$ cat src/rtl/mem_lsu.sv
// rtl/mem_lsu.sv - memory-access stage: loads/stores over a single-outstanding req/ack bus
//
// Sits between the ex_mem and mem_wb pipeline registers. Non-memory ops pass
// straight through to the mem_wb inputs. Loads and stores hold the pipeline
// with stallreq until the bus acknowledges. A four-state FSM controls this:
// IDLE, BUSY, DONE and DRAIN.
//
// Optional feature macro: MEM_ALIGN_CHECK_EN
//   defined   : a misaligned halfword/word access raises excp_misalign and issues no bus access
//   undefined : excp_misalign is tied low and the low address bits are ignored (forced alignment)
//
// Ports
//   clk, rst        clock, synchronous active-high reset
//   flush           pipeline flush from control
//   ex_wd/ex_wreg   destination register and write enable from ex_mem
//   ex_wdata        ALU result from ex_mem
//   ex_memop        memory op code (0 none, 1 LB, 2 LBU, 3 LH, 4 LHU, 5 LW, 8 SB, 9 SH, 10 SW)
//   ex_addr         effective address
//   ex_sdata        store data
//   mem_wd/mem_wreg/mem_wdata  to mem_wb
//   stallreq        holds pipeline stages 0..3
//   bus_req/bus_we/bus_addr/bus_sel/bus_wdata  registered bus request
//   bus_ack/bus_rdata  bus completion; rdata valid with ack
//   excp_misalign   misaligned access flag

module mem_lsu #(
  parameter int ADDR_W = 32,
  parameter int DATA_W = 32
) (
  input  logic              clk,
  input  logic              rst,
  input  logic              flush,
  input  logic [4:0]        ex_wd,
  input  logic              ex_wreg,
  input  logic [DATA_W-1:0] ex_wdata,
  input  logic [3:0]        ex_memop,
  input  logic [ADDR_W-1:0] ex_addr,
  input  logic [DATA_W-1:0] ex_sdata,
  output logic [4:0]        mem_wd,
  output logic              mem_wreg,
  output logic [DATA_W-1:0] mem_wdata,
  output logic              stallreq,
  output logic              bus_req,
  output logic              bus_we,
  output logic [ADDR_W-1:0] bus_addr,
  output logic [3:0]        bus_sel,
  output logic [DATA_W-1:0] bus_wdata,
  input  logic              bus_ack,
  input  logic [DATA_W-1:0] bus_rdata,
  output logic              excp_misalign
);

  localparam logic [1:0] S_IDLE  = 2'd0;
  localparam logic [1:0] S_BUSY  = 2'd1;
  localparam logic [1:0] S_DONE  = 2'd2;
  localparam logic [1:0] S_DRAIN = 2'd3;

  localparam logic [1:0] SZ_BYTE = 2'd0;
  localparam logic [1:0] SZ_HALF = 2'd1;
  localparam logic [1:0] SZ_WORD = 2'd2;

  logic [1:0]        r_state;
  logic              r_bus_req;
  logic              r_bus_we;
  logic [ADDR_W-1:0] r_bus_addr;
  logic [3:0]        r_bus_sel;
  logic [DATA_W-1:0] r_bus_wdata;
  logic [DATA_W-1:0] r_ldata;
  logic [3:0]        r_op;
  logic [1:0]        r_off;

  logic              w_is_load;
  logic              w_is_store;
  logic              w_is_mem;
  logic              w_misalign;
  logic              w_issue;
  logic [1:0]        w_size;
  logic [3:0]        w_sel;
  logic [DATA_W-1:0] w_wdata;
  logic [7:0]        w_lbyte;
  logic [15:0]       w_lhalf;
  logic [DATA_W-1:0] w_ext;

  // ---------------------------------------------------------------------------
  // Decode of the op presented by ex_mem
  // ---------------------------------------------------------------------------
  always_comb begin
    w_is_load  = 1'b0;
    w_is_store = 1'b0;
    w_size     = SZ_BYTE;
    case (ex_memop)
      4'd1, 4'd2: begin w_is_load  = 1'b1; w_size = SZ_BYTE; end
      4'd3, 4'd4: begin w_is_load  = 1'b1; w_size = SZ_HALF; end
      4'd5:       begin w_is_load  = 1'b1; w_size = SZ_WORD; end
      4'd8:       begin w_is_store = 1'b1; w_size = SZ_BYTE; end
      4'd9:       begin w_is_store = 1'b1; w_size = SZ_HALF; end
      4'd10:      begin w_is_store = 1'b1; w_size = SZ_WORD; end
      default:    begin w_is_load  = 1'b0; w_is_store = 1'b0; end
    endcase
  end

  assign w_is_mem = w_is_load | w_is_store;

`ifdef MEM_ALIGN_CHECK_EN
  assign w_misalign = w_is_mem &
                      (((w_size == SZ_HALF) & ex_addr[0]) |
                       ((w_size == SZ_WORD) & (ex_addr[1:0] != 2'b00)));
`else
  assign w_misalign = 1'b0;
`endif

  assign w_issue = w_is_mem & ~w_misalign;

  // Big-endian lanes: byte offset 0 is the most significant lane.
  // Halfword and word decode look only at the bits that matter, which gives
  // forced alignment when the check is compiled out.
  always_comb begin
    w_sel   = 4'b0000;
    w_wdata = '0;
    case (w_size)
      SZ_BYTE: begin
        w_sel   = 4'b1000 >> ex_addr[1:0];
        w_wdata = {4{ex_sdata[7:0]}};
      end
      SZ_HALF: begin
        w_sel   = ex_addr[1] ? 4'b0011 : 4'b1100;
        w_wdata = {2{ex_sdata[15:0]}};
      end
      default: begin
        w_sel   = 4'b1111;
        w_wdata = ex_sdata;
      end
    endcase
    if (!w_is_store) w_wdata = '0;
  end

  // ---------------------------------------------------------------------------
  // FSM and registered bus interface
  // ---------------------------------------------------------------------------
  always_ff @(posedge clk) begin
    if (rst) begin
      r_state     <= S_IDLE;
      r_bus_req   <= 1'b0;
      r_bus_we    <= 1'b0;
      r_bus_addr  <= '0;
      r_bus_sel   <= 4'b0000;
      r_bus_wdata <= '0;
      r_ldata     <= '0;
      r_op        <= 4'd0;
      r_off       <= 2'b00;
    end else begin
      case (r_state)
        S_IDLE: begin
          if (w_issue) begin
            r_bus_req   <= 1'b1;
            r_bus_we    <= w_is_store;
            r_bus_addr  <= {ex_addr[ADDR_W-1:2], 2'b00};
            r_bus_sel   <= w_sel;
            r_bus_wdata <= w_wdata;
            r_op        <= ex_memop;
            r_off       <= ex_addr[1:0];
            r_state     <= S_BUSY;
          end
        end
        S_BUSY: begin
          if (bus_ack) begin
            r_bus_req <= 1'b0;
            // A flush coinciding with ack drops the data and returns directly.
            if (flush) begin
              r_state <= S_IDLE;
            end else begin
              r_ldata <= bus_rdata;
              r_state <= S_DONE;
            end
          end else if (flush) begin
            // The request cannot be withdrawn; wait for ack in DRAIN.
            r_state <= S_DRAIN;
          end
        end
        S_DONE: begin
          // The pipeline advances on this edge, so the op is not re-issued.
          r_state <= S_IDLE;
        end
        S_DRAIN: begin
          if (bus_ack) begin
            r_bus_req <= 1'b0;
            r_state   <= S_IDLE;
          end
        end
        default: begin
          r_state <= S_IDLE;
        end
      endcase
    end
  end

  // ---------------------------------------------------------------------------
  // Load data extraction and extension
  // ---------------------------------------------------------------------------
  always_comb begin
    case (r_off)
      2'b00:   w_lbyte = r_ldata[31:24];
      2'b01:   w_lbyte = r_ldata[23:16];
      2'b10:   w_lbyte = r_ldata[15:8];
      default: w_lbyte = r_ldata[7:0];
    endcase
    w_lhalf = r_off[1] ? r_ldata[15:0] : r_ldata[31:16];
  end

  always_comb begin
    case (r_op)
      4'd1:    w_ext = {{24{w_lbyte[7]}}, w_lbyte};
      4'd2:    w_ext = {24'd0, w_lbyte};
      4'd3:    w_ext = {{16{w_lhalf[15]}}, w_lhalf};
      4'd4:    w_ext = {16'd0, w_lhalf};
      default: w_ext = r_ldata;
    endcase
  end

  // ---------------------------------------------------------------------------
  // Pipeline-facing outputs
  // ---------------------------------------------------------------------------
  always_comb begin
    mem_wd        = ex_wd;
    mem_wreg      = ex_wreg;
    mem_wdata     = ex_wdata;
    stallreq      = 1'b0;
    excp_misalign = 1'b0;
    if (rst) begin
      mem_wd    = 5'd0;
      mem_wreg  = 1'b0;
      mem_wdata = '0;
    end else begin
      case (r_state)
        S_IDLE: begin
          if (w_misalign) begin
            mem_wreg      = 1'b0;
            excp_misalign = 1'b1;
          end else if (w_is_mem) begin
            mem_wreg = 1'b0;
            stallreq = 1'b1;
          end
        end
        S_DONE: begin
          if (r_bus_we) begin
            mem_wreg = 1'b0;
          end else begin
            mem_wdata = w_ext;
          end
        end
        default: begin
          mem_wreg = 1'b0;
          stallreq = 1'b1;
        end
      endcase
    end
  end

  assign bus_req   = r_bus_req;
  assign bus_we    = r_bus_we;
  assign bus_addr  = r_bus_addr;
  assign bus_sel   = r_bus_sel;
  assign bus_wdata = r_bus_wdata;

endmodule

$ cat config.mk
export PLATFORM = sky130hd
export DESIGN_NAME = mem_lsu
export DESIGN_NICKNAME = d
export VERILOG_FILES = /design/src/rtl/mem_lsu.sv
export SDC_FILE = /design/constraint.sdc
export NUM_CORES = 1
export LEC_CHECK = 0
export ABC_AREA = 1
export BUFFER_PORTS_ARGS = -buffer_cell sky130_fd_sc_hd__buf_2
export CORE_ASPECT_RATIO = 1.25
export CORE_MARGIN = 1
export CORE_UTILIZATION = 48
export DETAILED_ROUTE_END_ITERATION = 6
export PLACE_DENSITY = 0.81
export SLEW_MARGIN = 10
export SYNTH_ARGS = -nofsm -noshare
export SYNTH_HDL_FRONTEND = slang
export SYNTH_SLANG_ARGS = --single-unit
$ cat constraint.sdc
create_clock -name clk -period 2.29 [get_ports clk]
set_clock_uncertainty 0.2 [all_clocks]
set_input_delay 0.458 -clock clk [delete_from_list [all_inputs] [get_ports clk]]
set_output_delay 0.458 -clock clk [all_outputs]
set_load 0.05 [all_outputs]
==> out/qor.txt <==
post-synthesis sequential area ratio = 37.9%
top sig layer = met5
final period utilization = 117%
top cells by area, synth = dfxtp_1, nand2_1, o21ai_0, nor2_1, a21oi_1
via count = 7001
die area = 0.0123 mm2
post-synthesis cell area = 0.00571 mm2
synthesis-stage register bit count = 108
RSZ-0062 raised after global routing = yes
Root Driver = clkbuf_16
GRT overflow = 0
Setup Crit Path Kind = flop to output port
Leakage = 4.16 nW
VDD IR max = 0.000546 V
ys flop type = dfxtp_1
via/cell ratio = 5.26
Ys Warns = 0
Yosys cell types = 29
asr flop ratio synth = 0%
most frequent cells in the layout = buf_2, nand2_1, nor2_1
GPL Wtd Cong = 0.870
Clock transition at path regs = 0.08 ns
critical path required time = 1.63 ns
Worst Path Arrival = 2.02 ns
largest net degree at the start of global routing = 48
Post-synth EDFFs = 0
core area = 0.0116 mm2
DRT Pass-1 Iters = 5
Global Route Usage Sum = 30.7%
drt total wl = 20700 um
top-area cell type share of the netlist area = 37.9%
initial core utilization = 49.1%
Mean Syn Cell Area = 6.36 um2
final net count = 1306
Routed Antenna Nets = 0
Inst Count DP = 1287
P&R area growth vs syn = 50.0%
initial antenna violation count = 2
# rows = 44
Power Dens Cells = 690 mW/mm2
WL/cell = 15.6 um
Fin Hold WS = 0.118 ns
vias in the first global route = 6340
final max-slew violation count = 0
htree depth = 3
Skew-Pair Late Insertion Delay = 0.35 ns
WL met3 = 2050 um
final setup margin = -0.390 ns
first-pass GRT wire length = 29900 um
Buffers on Ports = 248
die outline width = 99.5 um
hold buffer count at CTS = 0
layout cells sized above 1 = 37.1%
I/O Pins = 252
DRC errors left = 0
CTS Buf Count = 9
Non-Filler Instances = 1331
DPL Wire Length = 13200 um
Routed met1 length = 7500 um
max cap viols = 0
Synth area leader = dfxtp_1
post-route cell area = 0.00856 mm2
Tightest Pin Transition = 0.584 ns
status = finished, violations left
most common cell after layout, fill and taps aside = buf_2
CTS tree = built
Area after DPL = 0.00736 mm2
peak fanout along the critical path = 8
met2 wire len = 10200 um
Cells after Synth = 897
Fin. Hold Viols = 0
failing checks = setup timing
chip height = 124 um
setup_tns = -7.51 ns
minimum clock period after layout = 2.68 ns
Critical Path End Type = output port
max frequency = 0.373 GHz
CP Launch Type = flop
Worst Hold Class = input port to flop
Max clock buf depth = 2
setup violators final = 33
TritonCTS Sinks = 108
slew margin rel. = 61.0%
number of DRC markers in iteration 0 = 403
[routing by layer]
layer / vias up / global-route usage [%]
met1: 3102 / 33.2
met5: - / 0
li1: 3412 / -
met4: 2 / 13.9
met2: 392 / 55.5
met3: 93 / 8.87
[Yosys cell counts (2+ instances only)]
library cell  instances
a21oi_1              94
buf_2                19
buf_4                 7
buf_6                 4
clkbuf_1             24
clkbuf_2              3
dfxtp_1             108
inv_1                86
inv_2                 5
nand2_1             198
nand2_4               2
nand3_1              32
nand3_2               3
nor2_1              142
nor2_2                4
o211ai_1             15
o21ai_0             129
o21ai_1               5
o21bai_1              7
[state kept, by name (all words and copies together) (netlist names)]
name / flops
r_ldata: 32
bus_wdata: 32
r_off: 2
r_op: 4
r_state: 2
bus_we: 1
bus_req: 1
bus_sel: 4
bus_addr: 30
[worst paths after layout]
kind,from,to,slack (ns),cells past startpoint
max,r_off[1],mem_wdata[25],-0.39,9
min,bus_ack,r_state[1],0.12,2
max reg2reg,r_state[0],bus_sel[1],0.49,6
min reg2reg,bus_wdata[31],bus_wdata[31],0.26,2
[cell type report]
class	instances	area [um2]
clock buffer	10	239
multi-input combinational	643	3330
timing repair inverter	1	6.26
antenna	1	2.50
inverter	91	357
tap	161	201
fill	887	3050
timing repair buffer	310	2170
clock inverter	6	80.1
sequential	108	2180
[power by group]
part / internal, W / total (W) / switching (W)
registers: 0.00202 / 0.00211 / 0.0000972
clock network: 0.000902 / 0.00165 / 0.000752
logic: 0.000722 / 0.00214 / 0.00142
[critical path: stages, from the launching register on]
cell and delay, ns:
dfxtp_4 0.38, buf_8 0.15, nor2_8 0.10, nand2_4 0.06, nand3_4 0.08, nand3_4 0.15, nand2_4 0.18, o21ai_0 0.17
a21oi_2 0.22, buf_6 0.18
[cells by family (layout without fill, tap and decap cells)]
| logic type | after synthesis | count (layout) | share of synthesized area [%] |
|---|---|---|---|
| AO/OA/AOI/OAI | 252 | 252 | 23.2 |
| buffers and inverters | 149 | 418 | 11.3 |
| flip-flops | 108 | 108 | 37.9 |
| other | 1 | 4 | 0.0657 |
| AND/OR/NAND/NOR | 387 | 388 | 27.6 |
[repair_timing]
action	4_1_cts	5_1_grt
setup buffers	11	8
pin swaps	15	19
cloned	6	3
setup endpoints to repair	33	34
resized for setup	129	76
[metrics by stage]
step | setup slack (ns) | power (W) | utilization [%]
floorplan | -0.0629 | 0.00340 | -
global placement | -0.00578 | 0.00387 | 63.3
detailed placement | -0.0304 | 0.00389 | 63.3
CTS | -0.213 | 0.00576 | 71.0
global route | -0.728 | 0.00618 | 73.7
finish | -0.390 | 0.00591 | 73.7
No activity file was read; power rests on OpenSTA's default activity.
